File: src/rtl/mips_arb_pkg.sv
// Shared types and constants for the memory-port arbiter.
package mips_arb_pkg;

  typedef enum logic [1:0] {
    IDLE   = 2'b00,
    BUSY_L = 2'b01,
    BUSY_H = 2'b10
  } state_t;

  localparam logic SEL_L = 1'b0;
  localparam logic SEL_H = 1'b1;

endpackage

File: src/rtl/mem_port_arbiter_if.sv
// Request/grant/completion bundle between the pipeline requesters, memory and the arbiter.
interface mem_port_arbiter_if;

  logic req_l;
  logic req_h;
  logic mem_ack;
  logic sel;
  logic mem_req;
  logic gnt_l;
  logic gnt_h;
  logic done_l;
  logic done_h;
  logic err_l;
  logic err_h;

  // master: the arbiter itself; slave: the requesters plus memory around it
  modport master (
    input  req_l, req_h, mem_ack,
    output sel, mem_req, gnt_l, gnt_h, done_l, done_h, err_l, err_h
  );

  modport slave (
    output req_l, req_h, mem_ack,
    input  sel, mem_req, gnt_l, gnt_h, done_l, done_h, err_l, err_h
  );

endinterface

File: src/rtl/arb_watchdog.sv
// Busy-cycle counter; expired flags the last cycle an access may wait for mem_ack.
module arb_watchdog #(
  parameter int TIMEOUT = 16,
  parameter int CNT_W   = 8
) (
  input  logic clk,
  input  logic rst_n,
  input  logic clr,
  input  logic en,
  output logic expired
);

  localparam logic [CNT_W-1:0] LAST = CNT_W'(TIMEOUT - 1);

  logic [CNT_W-1:0] cnt;

  // NOTE: clocked state uses <= so every flop samples pre-edge values, independent of block order.
  always_ff @(posedge clk) begin
    if (!rst_n) begin
      cnt <= '0;
    end else if (clr) begin
      cnt <= '0;
    end else if (en) begin
      cnt <= cnt + CNT_W'(1);
    end
  end

  assign expired = (cnt == LAST);

endmodule

File: src/rtl/mem_port_arbiter.sv
// Two-requester arbiter for the single memory port (L = fetch, H = load/store).
// Define MEM_ARB_ROUND_ROBIN_EN to alternate grants on ties instead of fixed priority to H.
module mem_port_arbiter
  import mips_arb_pkg::*;
#(
  parameter int TIMEOUT = 16,
  parameter int CNT_W   = 8
) (
  input  logic                clk,
  input  logic                rst_n,
  mem_port_arbiter_if.master  bus
);

  state_t state, next_state;
  logic   sel_q, sel_d;
  logic   last_grant_q, last_grant_d;
  logic   tie_sel;
  logic   busy;
  logic   finish;
  logic   expired;

`ifdef MEM_ARB_ROUND_ROBIN_EN
  assign tie_sel = ~last_grant_q;
`else
  assign tie_sel = SEL_H;
`endif

  always_ff @(posedge clk) begin
    if (!rst_n) begin
      state        <= IDLE;
      sel_q        <= SEL_L;
      last_grant_q <= SEL_H;
    end else begin
      state        <= next_state;
      sel_q        <= sel_d;
      last_grant_q <= last_grant_d;
    end
  end

  // NOTE: every output of a combinational block gets a default first, so no path can infer a latch.
  always_comb begin
    next_state   = state;
    sel_d        = sel_q;
    last_grant_d = last_grant_q;
    unique case (state)
      IDLE: begin
        // sel moves only here, so the external muxes never switch under an active access
        if (bus.req_l || bus.req_h) begin
          if (bus.req_l && bus.req_h) sel_d = tie_sel;
          else                        sel_d = bus.req_h ? SEL_H : SEL_L;
          next_state = (sel_d == SEL_H) ? BUSY_H : BUSY_L;
        end
      end
      BUSY_L, BUSY_H: begin
        if (bus.mem_ack || expired) begin
          next_state   = IDLE;
          last_grant_d = (state == BUSY_H) ? SEL_H : SEL_L;
        end
      end
      default: next_state = IDLE;
    endcase
  end

  assign busy   = (state == BUSY_L) || (state == BUSY_H);
  assign finish = busy && (bus.mem_ack || expired);

  arb_watchdog #(
    .TIMEOUT (TIMEOUT),
    .CNT_W   (CNT_W)
  ) u_watchdog (
    .clk     (clk),
    .rst_n   (rst_n),
    .clr     (finish),
    .en      (busy),
    .expired (expired)
  );

  // Pulses are masked while reset is asserted so an aborted access never reports completion.
  always_comb begin
    bus.sel     = sel_q;
    bus.mem_req = busy;
    bus.gnt_l   = (state == BUSY_L);
    bus.gnt_h   = (state == BUSY_H);
    bus.done_l  = 1'b0;
    bus.done_h  = 1'b0;
    bus.err_l   = 1'b0;
    bus.err_h   = 1'b0;
    if (rst_n) begin
      bus.done_l = (state == BUSY_L) && bus.mem_ack;
      bus.done_h = (state == BUSY_H) && bus.mem_ack;
      bus.err_l  = (state == BUSY_L) && !bus.mem_ack && expired;
      bus.err_h  = (state == BUSY_H) && !bus.mem_ack && expired;
    end
  end

endmodule

File: src/flat_wrapper.sv
// flat-port wrapper written by rule: the top's interface ports become plain ports
module mem_port_arbiter_flat import mips_arb_pkg::*;
#(
  parameter int TIMEOUT = 16,
  parameter int CNT_W   = 8
)
  (clk, rst_n, bus_req_l, bus_req_h, bus_mem_ack, bus_sel, bus_mem_req, bus_gnt_l, bus_gnt_h, bus_done_l, bus_done_h, bus_err_l, bus_err_h);
  mem_port_arbiter_if bus_i ();
  input  logic clk;
  input  logic rst_n;
  input wire logic [$bits(bus_i.req_l)-1:0] bus_req_l;
  input wire logic [$bits(bus_i.req_h)-1:0] bus_req_h;
  input wire logic [$bits(bus_i.mem_ack)-1:0] bus_mem_ack;
  output wire logic [$bits(bus_i.sel)-1:0] bus_sel;
  output wire logic [$bits(bus_i.mem_req)-1:0] bus_mem_req;
  output wire logic [$bits(bus_i.gnt_l)-1:0] bus_gnt_l;
  output wire logic [$bits(bus_i.gnt_h)-1:0] bus_gnt_h;
  output wire logic [$bits(bus_i.done_l)-1:0] bus_done_l;
  output wire logic [$bits(bus_i.done_h)-1:0] bus_done_h;
  output wire logic [$bits(bus_i.err_l)-1:0] bus_err_l;
  output wire logic [$bits(bus_i.err_h)-1:0] bus_err_h;
  assign bus_i.req_l = bus_req_l;
  assign bus_i.req_h = bus_req_h;
  assign bus_i.mem_ack = bus_mem_ack;
  assign bus_sel = bus_i.sel;
  assign bus_mem_req = bus_i.mem_req;
  assign bus_gnt_l = bus_i.gnt_l;
  assign bus_gnt_h = bus_i.gnt_h;
  assign bus_done_l = bus_i.done_l;
  assign bus_done_h = bus_i.done_h;
  assign bus_err_l = bus_i.err_l;
  assign bus_err_h = bus_i.err_h;
  mem_port_arbiter #(.TIMEOUT(TIMEOUT), .CNT_W(CNT_W)) u_core (.clk(clk), .rst_n(rst_n), .bus(bus_i));
endmodule
File: config.mk
export PLATFORM = sky130hd
export DESIGN_NAME = mem_port_arbiter_flat
export DESIGN_NICKNAME = d
export VERILOG_FILES = /design/src/rtl/mips_arb_pkg.sv /design/src/rtl/mem_port_arbiter_if.sv /design/src/rtl/arb_watchdog.sv /design/src/rtl/mem_port_arbiter.sv /design/src/flat_wrapper.sv
export SDC_FILE = /design/constraint.sdc
export NUM_CORES = 1
export LEC_CHECK = 0
export CAP_MARGIN = 20
export CELL_PAD_IN_SITES_DETAIL_PLACEMENT = 0
export CELL_PAD_IN_SITES_GLOBAL_PLACEMENT = 1
export CORE_ASPECT_RATIO = 1.1
export CORE_MARGIN = 2
export CORE_UTILIZATION = 39
export DETAILED_ROUTE_END_ITERATION = 7
export PLACE_DENSITY = 0.8
export SYNTH_ARGS = -nofsm -noshare
export SYNTH_HDL_FRONTEND = slang
export SYNTH_SLANG_ARGS = --single-unit
export TNS_END_PERCENT = 5
File: constraint.sdc
create_clock -name clk -period 3.4 [get_ports clk]
set_input_delay 0.34 -clock clk [delete_from_list [all_inputs] [get_ports clk]]
set_output_delay 0.34 -clock clk [all_outputs]
set_load 0.005 [all_outputs]
Word-level counts from Yosys, hierarchy flattened
Index checks and enable logic that the tools add are counted. W data, S select, Z words.

Word-level logic and storage cells: 39. Output and inout bits: 8. Input port bits: 5. Register bits: 11.

Add/sub/neg operators: 1. Bitwise gates (word level): 1. Equal/unequal tests: 5. Muxes and demuxes: 12. Reduce and logical (&&, ||, !) cells: 17.

Operators with widths (count): $add A8 B1 Y8 const B (1); $eq A8 B4 Y1 const B (1); $logic_and A1 B1 Y1 (8); $mux W1 (8); $mux W2 (3); $ne A2 B1 Y1 const B (2); $pmux W2 S2 (1); $reduce_and A2 Y1 (2); $reduce_or A2 Y1 (2); $logic_or A1 B1 Y1 (3); $eq A2 B1 Y1 const B (1); $eq A2 B2 Y1 const B (1); $logic_not A2 Y1 (1); $logic_not A1 Y1 (1); $not A1 Y1 (1).

Logic depth before layout (Yosys ltp)
Depth in word-level cells: 7. Mapped depth: 7. Depth with buffers taken out: 6.

Cells and area by module
A second synthesis with hierarchy kept.

Cell total of the unflattened synthesis: 67. Area, all modules: 614.3 sq um.

Modules (own cells, without submodules): arb_watchdog (area an instance 360.3 sq um, times used 1, cells an instance 40); mem_port_arbiter (area an instance 254.0 sq um, times used 1, cells an instance 27).

Worst setup path after synthesis
No wires, ideal clock.

Kind: reg-to-reg. From: register u_core.state[1]. To: register u_core.state[0]. Setup slack: 1.870 ns. Data required time: 3.284 ns. Stages on the path, launching flop included: 8. Data arrival time: 1.413 ns. Cells stage by stage: dfxtp_1 inv_1 ha_1 buf_6 clkinv_1 a211oi_4 o21ai_1 o211a_1.

Longest elaborated chain between the ends: 4.

RTL lines: start, declared (line mem_port_arbiter.sv:14) `state_t state, next_state;`; start signal, assigned (line mem_port_arbiter.sv:34) `state <= next_state;`; $eq A2 B1 Y1 or $eq A2 B2 Y1 (tied branches); $reduce_or A2 Y1; $ne A2 B1 Y1 (no source line); $reduce_and A2 Y1 (no source line).

Parallel ways exist; a longest one is shown, timed or not. A chain may end at the register's enable or synchronous reset.

Final worst setup path
From: register u_core.u_watchdog.cnt[0]. To: output bus_err_h.

Longest elaborated chain between the ends: 3.

RTL lines: start, declared (line arb_watchdog.sv:15) `logic [CNT_W-1:0] cnt;`; start signal, assigned (line arb_watchdog.sv:24) `cnt <= cnt + CNT_W'(1);`; $eq A8 B4 Y1 (line arb_watchdog.sv:28) `assign expired = (cnt == LAST);`; $logic_and A1 B1 Y1 (line mem_port_arbiter.sv:92) `bus.err_h = (state == BUSY_H) && !bus.mem_ack && expired;`; $mux W1 (line mem_port_arbiter.sv:88) `if (rst_n) begin`; end, declared (line flat_wrapper.sv:21) `output wire logic [$bits(bus_i.err_h)-1:0] bus_err_h;`.

No other way between the ends.

==> results.yml <==
clock_network:
  cts_resized: 0
  cts_tree: "done"
  cts_setup_buffers: 0
  clkSinkCount: 11
  cts-buffers-inserted: 3
  clk_pin_slew_ps: 60
  hold_buffers: 0
  clk-insertion-delay-late_ps: 260
  cts_buffer_depth: 2
  htreeDepth: 1
  root_buffer: "clkbuf_4"
sta:
  min_period_over_period_pct: 68.1
  fin_ws_ps: 1090
  slew_headroom_pct: 78.6
  final.setup_skew_ps: 1.36
  rsz0062_at_grt: "no"
  tightest_slew_ps: 320
  setup_viol: 0
  fin_tns_setup_ps: 0
  timing.hold.ws_ps: 497
  fmax_ghz: 0.432
  finalCriticalPeriod_ps: 2310
  hold_viol_final: 0
  drv_slew: 0
global_routing:
  grt_pass1_vias: 455
  grt_usage_pct: 11.8
  grt_pass1_wl_mm: 1.77
  overflow: 0
  grt_max_degree: 10
  antenna_found_initial: 0
synthesis:
  syn_inst: 69
  synth_cell_types: 28
  syn-cell-area_um2: 632
  avgSynthCellArea_um2: 9.16
  yosys_warnings: 0
  ys_ff_latch: 11
  ys_seq_area_share_pct: 34.9
  synth_edf_count: 0
  synthFlopType: "dfxtp_1"
  async_flop_share_pct: 0
  synth_fp_nets: 78
worst_setup_path:
  crit_fanout: 4
  critPathRequiredTime_ps: 3060
  cp-start-kind: "flip-flop"
  cp-end-kind: "output pin"
  crit_arrival_ps: 1970
  worstSetupPathType: "reg -> out"
cells_and_area:
  fin_nets: 93
  syn_to_final_growth_pct: 23.6
  drive_above_1_share_pct: 12.0
  n_antenna_cell: 0
  final_common_cell: "clkdlybuf4s50_1"
  most-common-layout-cells: "12 x clkdlybuf4s50_1, 11 x dfxtp_1, 10 x nor2_1"
  final-instance-count-excl-fill: 100
  fill_cells: 144
floorplan:
  rows: 15
  die_area_um2: 1960
  die_width_um: 42.4
  start_util_pct: 41.1
  pin_count: 13
  die_h_um: 46.2
  core_um2: 1540
routing:
  num_vias: 501
  antenna_left: 0
  routed_via_density: 5.01
  wl_mm: 1.06
  drtIter0Drc: 4
  firstDrtPassIters: 5
  avgRoutedWirePerCell_um: 10.6
  drc: 0
pwr:
  peakVddDrop_v: 0.000276
  pwr_density_cell_nw_per_um2: 399
  p_leak_nw: 0.283
placement:
  dp.cells: 96
  gp_congestion: 0.742
  place_hpwl_um: 847
  io_buffers: 12
  dp_slack_ps: 1280
worst_hold_path:
  hp-class: "reg -> reg"
flow_run:
  maxCapViolCount: 0
status:
  status: "completed"
==> worst max-delay path, cell delays in order (launching register included) <==
cell             delay (ps)
dfxtp_1                 380
ha_1                    240
and4bb_4                290
nand2_1                  90
nor3_1                  180
clkdlybuf4s50_1         530
==> kinds of logic (layout without fill, tap and decap cells) <==
group | count (synthesis) | count (layout) | synth area share (%)
muxes | 1 | 1 | 1.58
and+or+nand+nor | 32 | 32 | 28.1
xor gates and xnor gates | 7 | 7 | 9.70
DFF | 11 | 11 | 34.9
buffers and inverters | 6 | 20 | 5.35
adders and majority gates | 4 | 4 | 7.92
AOI/OAI and AO/OA | 8 | 8 | 12.5
==> synthesized netlist by cell type, drive strengths merged (2+ instances only) <==
master | number | share of area [%]
a21oi | 2 | 2.2
and3 | 2 | 2.0
buf | 2 | 3.0
dfxtp | 11 | 35
ha | 4 | 7.9
inv | 3 | 1.8
nand2 | 9 | 5.3
nand4 | 3 | 3.0
nor2 | 10 | 5.9
nor3 | 3 | 3.2
o21ai | 2 | 3.4
xnor2 | 4 | 5.5
xor2 | 3 | 4.2
==> cell type report <==
class | count | area (um^2) | share of cell area (%)
Timing Repair Buffer | 12 | 120 | 15.4
Sequential cell | 11 | 220 | 28.2
Tap cell | 17 | 21.3 | 2.72
Clock buffer | 4 | 26.3 | 3.37
Inverter | 4 | 15.0 | 1.92
Multi-Input combinational cell | 52 | 378 | 48.4
==> final timing paths <==
check	startpoint	end	slack [ps]	depth (start not counted)
worst max-delay path	u_core.u_watchdog.cnt[0]	bus_err_h	1090	5
worst min-delay path	u_core.state[1]	u_core.state[1]	500	2
worst max register to register	u_core.state[1]	u_core.state[0]	1670	6
worst min register to register	u_core.state[1]	u_core.state[1]	500	2
==> where the power goes <==
part / internal [W] / leakage, nW / switching, W
Clock: 0.0000454 / 0.0150 / 0.0000408
Combinational: 0.0000414 / 0.179 / 0.0000391
Sequential: 0.000137 / 0.0894 / 0.00000709
Total: 0.000224 / 0.283 / 0.0000870
==> metal layers <==
layer | up-vias | track usage, % | part of all wire (%)
li1 | 258 | - | -
met1 | 221 | 13.8 | 46
met2 | 17 | 20.6 | 45
met3 | 5 | 1.57 | 6.5
met4 | 0 | 7.50 | 2.3
met5 | - | 0 | 0
==> through the flow <==
| step | util [%] | area [um^2] | total power, W |
|---|---|---|---|
| 2_1_floorplan | - | 632 | 0.000205 |
| 3_3_place_gp | 49.0 | 754 | 0.000228 |
| 3_5_place_dp | 49.0 | 754 | 0.000230 |
| 4_1_cts | 50.7 | 781 | 0.000315 |
| 5_1_grt | 50.7 | 781 | 0.000329 |
| 6_report | 50.7 | 781 | 0.000311 |
==> state kept, by name, summed over array words and instances (netlist names) <==
signal,cells
u_core.bus.sel,1
u_core.u_watchdog.cnt,8
u_core.state,2
No activity file was read; power rests on OpenSTA's default activity.
